### src/rtl/chunked_adder.sv
// Multi-cycle adder: adds CHUNK bits per cycle, LSB chunk first, over N = WIDTH/CHUNK cycles.
// Latency: start accepted in cycle 0, busy in cycles 1..N, done pulse and result in cycle N+1.
// Flow control: start is ignored while busy; optional subtract mode with macro CHUNKED_ADDER_SUB_EN.
module chunked_adder #(
    parameter int WIDTH = 16,
    parameter int CHUNK = 4
) (
    input  logic             clk,
    input  logic             rst,
    input  logic             start,
    input  logic [WIDTH-1:0] a,
    input  logic [WIDTH-1:0] b,
    input  logic             cin,
`ifdef CHUNKED_ADDER_SUB_EN
    input  logic             sub,
`endif
    output logic [WIDTH-1:0] s,
    output logic             cout,
    output logic             overflow,
    output logic             busy,
    output logic             done
);

    localparam int N  = WIDTH / CHUNK;
    localparam int CW = (N > 1) ? $clog2(N) : 1;
    localparam logic [CW-1:0]    LAST = CW'(N - 1);
    localparam logic [WIDTH-1:0] MASK = WIDTH'({CHUNK{1'b1}});

    typedef enum logic {IDLE, RUN} state_t;

    state_t            state, state_nxt;
    logic [CW-1:0]     cnt;
    logic [WIDTH-1:0]  a_q, b_q, acc, full;
    logic              carry;
    logic [31:0]       base;
    logic [CHUNK-1:0]  a_chunk, b_chunk;
    logic [CHUNK:0]    csum;
    logic [WIDTH-1:0]  b_eff;
    logic              cin_eff;
    logic              accept, last;

    // Subtraction is folded into the operands at capture time, so the
    // datapath only ever adds; overflow then naturally uses the inverted b.
`ifdef CHUNKED_ADDER_SUB_EN
    assign b_eff   = sub ? ~b : b;
    assign cin_eff = sub ? 1'b1 : cin;
`else
    assign b_eff   = b;
    assign cin_eff = cin;
`endif

    assign busy   = (state == RUN);
    assign accept = (state == IDLE) && start;
    assign last   = (cnt == LAST);

    // State register.
    always_ff @(posedge clk) begin
        if (rst) state <= IDLE;
        else     state <= state_nxt;
    end

    // Next-state logic: leave IDLE on start, return after the last chunk.
    always_comb begin
        state_nxt = state;
        case (state)
            IDLE:    if (start) state_nxt = RUN;
            RUN:     if (last)  state_nxt = IDLE;
            default: state_nxt = IDLE;
        endcase
    end

    // Current chunk add, and the partial-sum word with this chunk merged in.
    always_comb begin
        base    = 32'(cnt) * 32'(CHUNK);
        a_chunk = CHUNK'(a_q >> base);
        b_chunk = CHUNK'(b_q >> base);
        csum    = {1'b0, a_chunk} + {1'b0, b_chunk} + {{CHUNK{1'b0}}, carry};
        full    = (acc & ~(MASK << base)) | (WIDTH'(csum[CHUNK-1:0]) << base);
    end

    // Operand capture, chunk sequencing and result registers; outputs only
    // change on the final chunk so they hold the previous result during RUN.
    always_ff @(posedge clk) begin
        if (rst) begin
            cnt      <= '0;
            a_q      <= '0;
            b_q      <= '0;
            acc      <= '0;
            carry    <= 1'b0;
            s        <= '0;
            cout     <= 1'b0;
            overflow <= 1'b0;
            done     <= 1'b0;
        end else begin
            done <= 1'b0;
            if (accept) begin
                a_q   <= a;
                b_q   <= b_eff;
                carry <= cin_eff;
                cnt   <= '0;
                acc   <= '0;
            end else if (busy) begin
                acc   <= full;
                carry <= csum[CHUNK];
                cnt   <= cnt + CW'(1);
                if (last) begin
                    s        <= full;
                    cout     <= csum[CHUNK];
                    // Same-sign operands giving an opposite-sign sum is exactly
                    // carry-into-MSB XOR carry-out-of-MSB.
                    overflow <= (a_q[WIDTH-1] == b_q[WIDTH-1]) &&
                                (full[WIDTH-1] != a_q[WIDTH-1]);
                    done     <= 1'b1;
                end
            end
        end
    end

endmodule

### config.mk
export PLATFORM = sky130hd
export DESIGN_NAME = chunked_adder
export DESIGN_NICKNAME = d
export VERILOG_FILES = /design/src/rtl/chunked_adder.sv
export SDC_FILE = /design/constraint.sdc
export NUM_CORES = 1
export LEC_CHECK = 0
export BUFFER_PORTS_ARGS = -buffer_cell sky130_fd_sc_hd__buf_2
export CORE_MARGIN = 3
export CORE_UTILIZATION = 43
export DETAILED_ROUTE_END_ITERATION = 6
export PLACE_DENSITY = 0.73
export REMOVE_ABC_BUFFERS = 1
export SETUP_SLACK_MARGIN = 0.02
export SLEW_MARGIN = 10
export SYNTH_ARGS = -nofsm -noshare
export SYNTH_HDL_FRONTEND = slang
export SYNTH_SLANG_ARGS = --single-unit
### constraint.sdc
create_clock -name clk -period 2.59 [get_ports clk]
set_input_delay 0.3885 -clock clk [delete_from_list [all_inputs] [get_ports clk]]
set_output_delay 0.3885 -clock clk [all_outputs]
set_load 0.05 [all_outputs]
# Word-level counts from Yosys, hierarchy flattened
# Cells that the tools add are included.
dict set report op_classes {
  n_addsub 3
  eq_ne 3
  shift 4
  n_mux 6
  bitwise_logic 5
  reduce_logical 6
}
# op n
set op_table {}
lappend op_table {{16-bit by 4-bit right shift with 4-bit output} 2}
lappend op_table {{16-bit AND} 1}
lappend op_table {{16-bit NOT} 1}
lappend op_table {{16-bit bitwise OR} 1}
lappend op_table {{4-bit by 4-bit << shifter with 16-bit output} 1}
lappend op_table {{4-bit by 4-bit << shifter with 16-bit output, first input constant} 1}
lappend op_table {{4-bit by 4-bit adder with 5-bit output} 1}
lappend op_table {{5-bit by 1-bit adder with 5-bit output} 1}
lappend op_table {{1-bit two-way mux} 5}
lappend op_table {{3-bit AND reduction} 1}
lappend op_table {{3-bit OR reduction} 1}
lappend op_table {{2-bit by 1-bit adder with 2-bit output, second input constant} 1}
lappend op_table {{2-bit equality test, second input constant} 1}
lappend op_table {{1-bit logical AND} 2}
lappend op_table {{1-bit NOT} 2}
lappend op_table {{1-bit case mux with 2 select lines} 1}
lappend op_table {{2-bit nonzero test} 1}
lappend op_table {{2-bit OR reduction} 1}
lappend op_table {{1-bit equality test} 1}
lappend op_table {{1-bit != test} 1}
dict set report totals {
  regBits 71
  input_bits 36
}

# Longest topological paths before layout
dict set report logic_depth {
  word_depth 7
  ltp_mapped 9
}

# Worst setup path after synthesis
# No wires, ideal clock.
dict set report synth_path {
  path_kind {register to register}
  from {reg cnt[0]}
  to {reg acc[2]}
  arrival_ns 2.779
  slack_ns -0.274
  path_stages_with_launch 9
  n_path_buf 2
  path_cell_list {dfxtp_1 buf_2 buf_2 mux4_2 fa_1 fa_1 xor2_1 a22oi_1 a211oi_1}
}
dict set report synth_via {
  elab_chain_cells 5
}
# element line
set synth_lines {}
lappend synth_lines {{start: declaration} 32} ;# logic [CW-1:0] cnt;
lappend synth_lines {{start signal: assignment} 105} ;# cnt <= cnt + CW'(1);
lappend synth_lines {{16-bit by 4-bit right shift with 4-bit output, on equally long branches} {75, 76}}
lappend synth_lines {{4-bit by 4-bit adder with 5-bit output} 77} ;# csum = {1'b0, a_chunk} + {1'b0, b_chunk} + {{CHUNK{1'b0}}, carry};
lappend synth_lines {{5-bit by 1-bit adder with 5-bit output} 77}
lappend synth_lines {{4-bit by 4-bit << shifter with 16-bit output} 78} ;# full = (acc & ~(MASK << base)) | (WIDTH'(csum[CHUNK-1:0]) << base);
lappend synth_lines {{16-bit bitwise OR *} 78}
lappend synth_lines {{end signal: assignment} 103} ;# acc <= full;
lappend synth_lines {{end: declaration} 33} ;# logic [WIDTH-1:0] a_q, b_q, acc, full;
# Mark *: on every way between the ends. The rest lies on a longest branch, timed or not.
# A chain may end at the register's enable or synchronous reset.

# Worst setup path in the final report
dict set report layout_path {
  from {reg cnt[0]}
  to {reg acc[6]}
}
# Same word-level chain as after synthesis.

==> impl_metrics.json <==
{
  "grt_max_degree": 54,
  "p_leak_nw": 1.38,
  "hold_buffers": 0,
  "insertion_delay_ns": 0.34,
  "syn-cell-area_mm2": 0.00287,
  "r2r_slack_ns": 0.12,
  "powerDensity_mw_per_mm2": 614,
  "drive_gt1_share_pct": 26.4,
  "slew_violations": 0,
  "netlist.area_leader.share_pct": 46.7,
  "finalHoldViolations": 0,
  "clock_sinks": 67,
  "synth.top_cells.by_area": "dfxtp_1 (47%), nand2_1 (9.7%), a21oi_1 (7.5%)",
  "path_class": "reg2reg",
  "core_area_mm2": 0.00642,
  "crit_fanout": 4,
  "grt_pass1_wl_mm": 10.5,
  "syn_avg_cell_area_um2": 8.70,
  "final_area_mm2": 0.00343,
  "vias_per_cell": 5.31,
  "ys_ff_latch": 67,
  "grt_antenna_before_repair": 0,
  "nNetsFinal": 427,
  "yosys-top-cells-count": "nand2_1 (74), dfxtp_1 (67), a21oi_1 (43)",
  "async_reset_ff_share_pct": 0,
  "cts_tree": "built",
  "required_ns": 2.80,
  "std_cell_rows": 29,
  "cp_num_buf_inv": 1,
  "area_delta_synth_final_pct": 19.5,
  "synth_edf_count": 0,
  "critPathTopFamily": "adder cells",
  "slew_headroom_pct": 55.5,
  "hp-class": "in2reg",
  "rr_worst_depth": 7,
  "ant_nets": 0,
  "diodes": 0,
  "drc": 0,
  "dr.pass1.iters": 4,
  "die_w_um": 87.7,
  "io_pins": 56,
  "seq_area_frac_synth_pct": 46.7,
  "arrival_ns": 2.68,
  "fmax_mhz": 404,
  "critPathSlowestCell": "mux4_2",
  "vias": 2460,
  "clock-skew-final_ns": 0.00638,
  "worstPathCellList": "mux4_2 > fa_1 > fa_2 > xor2_2 > buf_4 > a22oi_1 > nor2_1",
  "htree_levels": 3,
  "drt_iter0_drc": 190,
  "yosysTopAreaCell": "dfxtp_1",
  "initial_utilization_pct": 44.7,
  "finalCoreUtilization_pct": 53.4,
  "regToRegStartpoint": "cnt[0]$_SDFFE_PP0P_",
  "cts_buffers": 9,
  "syn_inst": 330,
  "dieArea_mm2": 0.00769,
  "stdcell_count": 463,
  "grt_usage_pct": 17.8,
  "dp.cells": 447,
  "endpoint_kind": "flop",
  "cp_num_cells": 7,
  "cp-start-kind": "flop",
  "routed_wl_mm": 6.43,
  "ys_types": 33,
  "portBuffers": 55,
  "gp_congestion": 0.780,
  "synth_ff_type": "dfxtp_1",
  "yosysWarnings": 0,
  "dpl.hpwl_mm": 4.42,
  "cpPeakStageDelay_ns": 0.52,
  "startpoint": "cnt[0]$_SDFFE_PP0P_",
  "wl_per_cell_um": 13.9,
  "drv_cap": 0,
  "cts.path.max_buffers": 2,
  "max_slew.worst_pin.slew_ns": 0.667,
  "die_h_um": 87.7,
  "ir_worst_vdd_mv": 0.326,
  "rr_endpoint": "acc[6]$_SDFFE_PP0P_",
  "overflow": 0,
  "cp-endpoint": "acc[6]$_SDFFE_PP0P_",
  "grt_pass1_vias": 2222,
  "fin_crit_sh_pct": 95.5,
  "root_buffer": "clkbuf_8",
  "clk_pin_slew_ns": 0.07,
  "dpl_cell_area_mm2": 0.00322,
  "timing.final.crit_period_ns": 2.47,
  "status": "finished clean",
  "finalSetupViolCount": 0,
  "rsz0062_at_grt": "false",
  "yosysMostFrequentCell": "nand2_1"
}
-- layout make-up --
class	count	area, um2
Sequential cell	67	1340
Multi-Input combinational cell	229	1430
Clock buffer	12	145
Clock inverter	3	15.0
Tap cell	77	96.3
Inverter	6	22.5
Timing Repair Buffer	69	384
Fill cell	600	2990
-- tightest hold or removal path: stages --
cell and delay, ns:
buf_2 0.09, nand2_1 0.04, a21oi_1 0.05
-- cells in the final DEF (no fill, tap or decap), types with 4 or more instances in the layout --
cell,count
nand2_1,74
mux4_2,8
dfxtp_1,66
a211oi_1,5
clkbuf_8,10
or4_1,4
a22oi_1,10
a221oi_1,8
nor2_1,33
buf_4,13
ha_1,6
buf_2,55
nor3_1,8
a21oi_1,41
inv_1,6
-- sequential cells by signal, summed over array words and instances, names as in the netlist, 2 cells and up --
name and flops:
a_q 16, acc 12, cnt 2, b_q 16, s 16
-- report_power, final --
group	total [mW]	switching [mW]	internal [mW]
combinational	0.274	0.158	0.117
sequential	1.09	0.0247	1.07
clock	0.739	0.375	0.364
-- repair_timing --
| item | in CTS | in global routing |
|---|---|---|
| pin swaps | 0 | 2 |
| buffers inserted | 0 | 1 |
| resized for setup | 6 | 3 |
| setup endpoints to repair | 12 | 8 |
-- worst min path at each step --
stage	endpoint	startpoint	slack (ns)	cells after the start
after floorplan	a_q[10]$_SDFFE_PP0P_	a_q[10]$_SDFFE_PP0P_	0.43	2
after global placement	b_q[2]$_SDFFE_PP0P_	b_q[2]$_SDFFE_PP0P_	0.44	2
after detailed placement	acc[7]$_SDFFE_PP0P_	acc[7]$_SDFFE_PP0P_	0.45	2
after CTS	a_q[14]$_SDFFE_PP0P_	a[14]	0.27	3
after global routing	a_q[14]$_SDFFE_PP0P_	a[14]	0.27	3
final	a_q[11]$_SDFFE_PP0P_	a[11]	0.28	3
-- routing by layer --
metal | routed length (um) | GRT usage [%] | part of all wire [%]
met1 | 2850 | 23.6 | 44
met4 | 108 | 9.76 | 1.7
met5 | 0 | 0 | 0
met2 | 3000 | 26.8 | 47
met3 | 475 | 4.14 | 7.4
-- logic make-up (layout without fill, tap and decap cells) --
group,Yosys count,after routing,synth area share [%]
buf+inv,34,90,4.92
compound gates,73,73,16.4
mux,9,9,6.62
xor+xnor,2,2,0.610
flops,67,67,46.7
fa+ha+maj,9,9,4.44
simple gates,136,136,20.3
-- metrics by stage --
step	power [mW]	setup TNS [ns]	hold WS, ns	setup slack, ns
finish	2.11	0	0.281	0.116
global route	2.20	0	0.273	0.0260
CTS	2.12	0	0.267	0.0706
detailed placement	1.38	-0.427	0.447	-0.0998
global placement	1.37	0	0.439	0.0116
floorplan	1.26	-2.94	0.427	-0.316
Power figures use the tool's default switching activity.
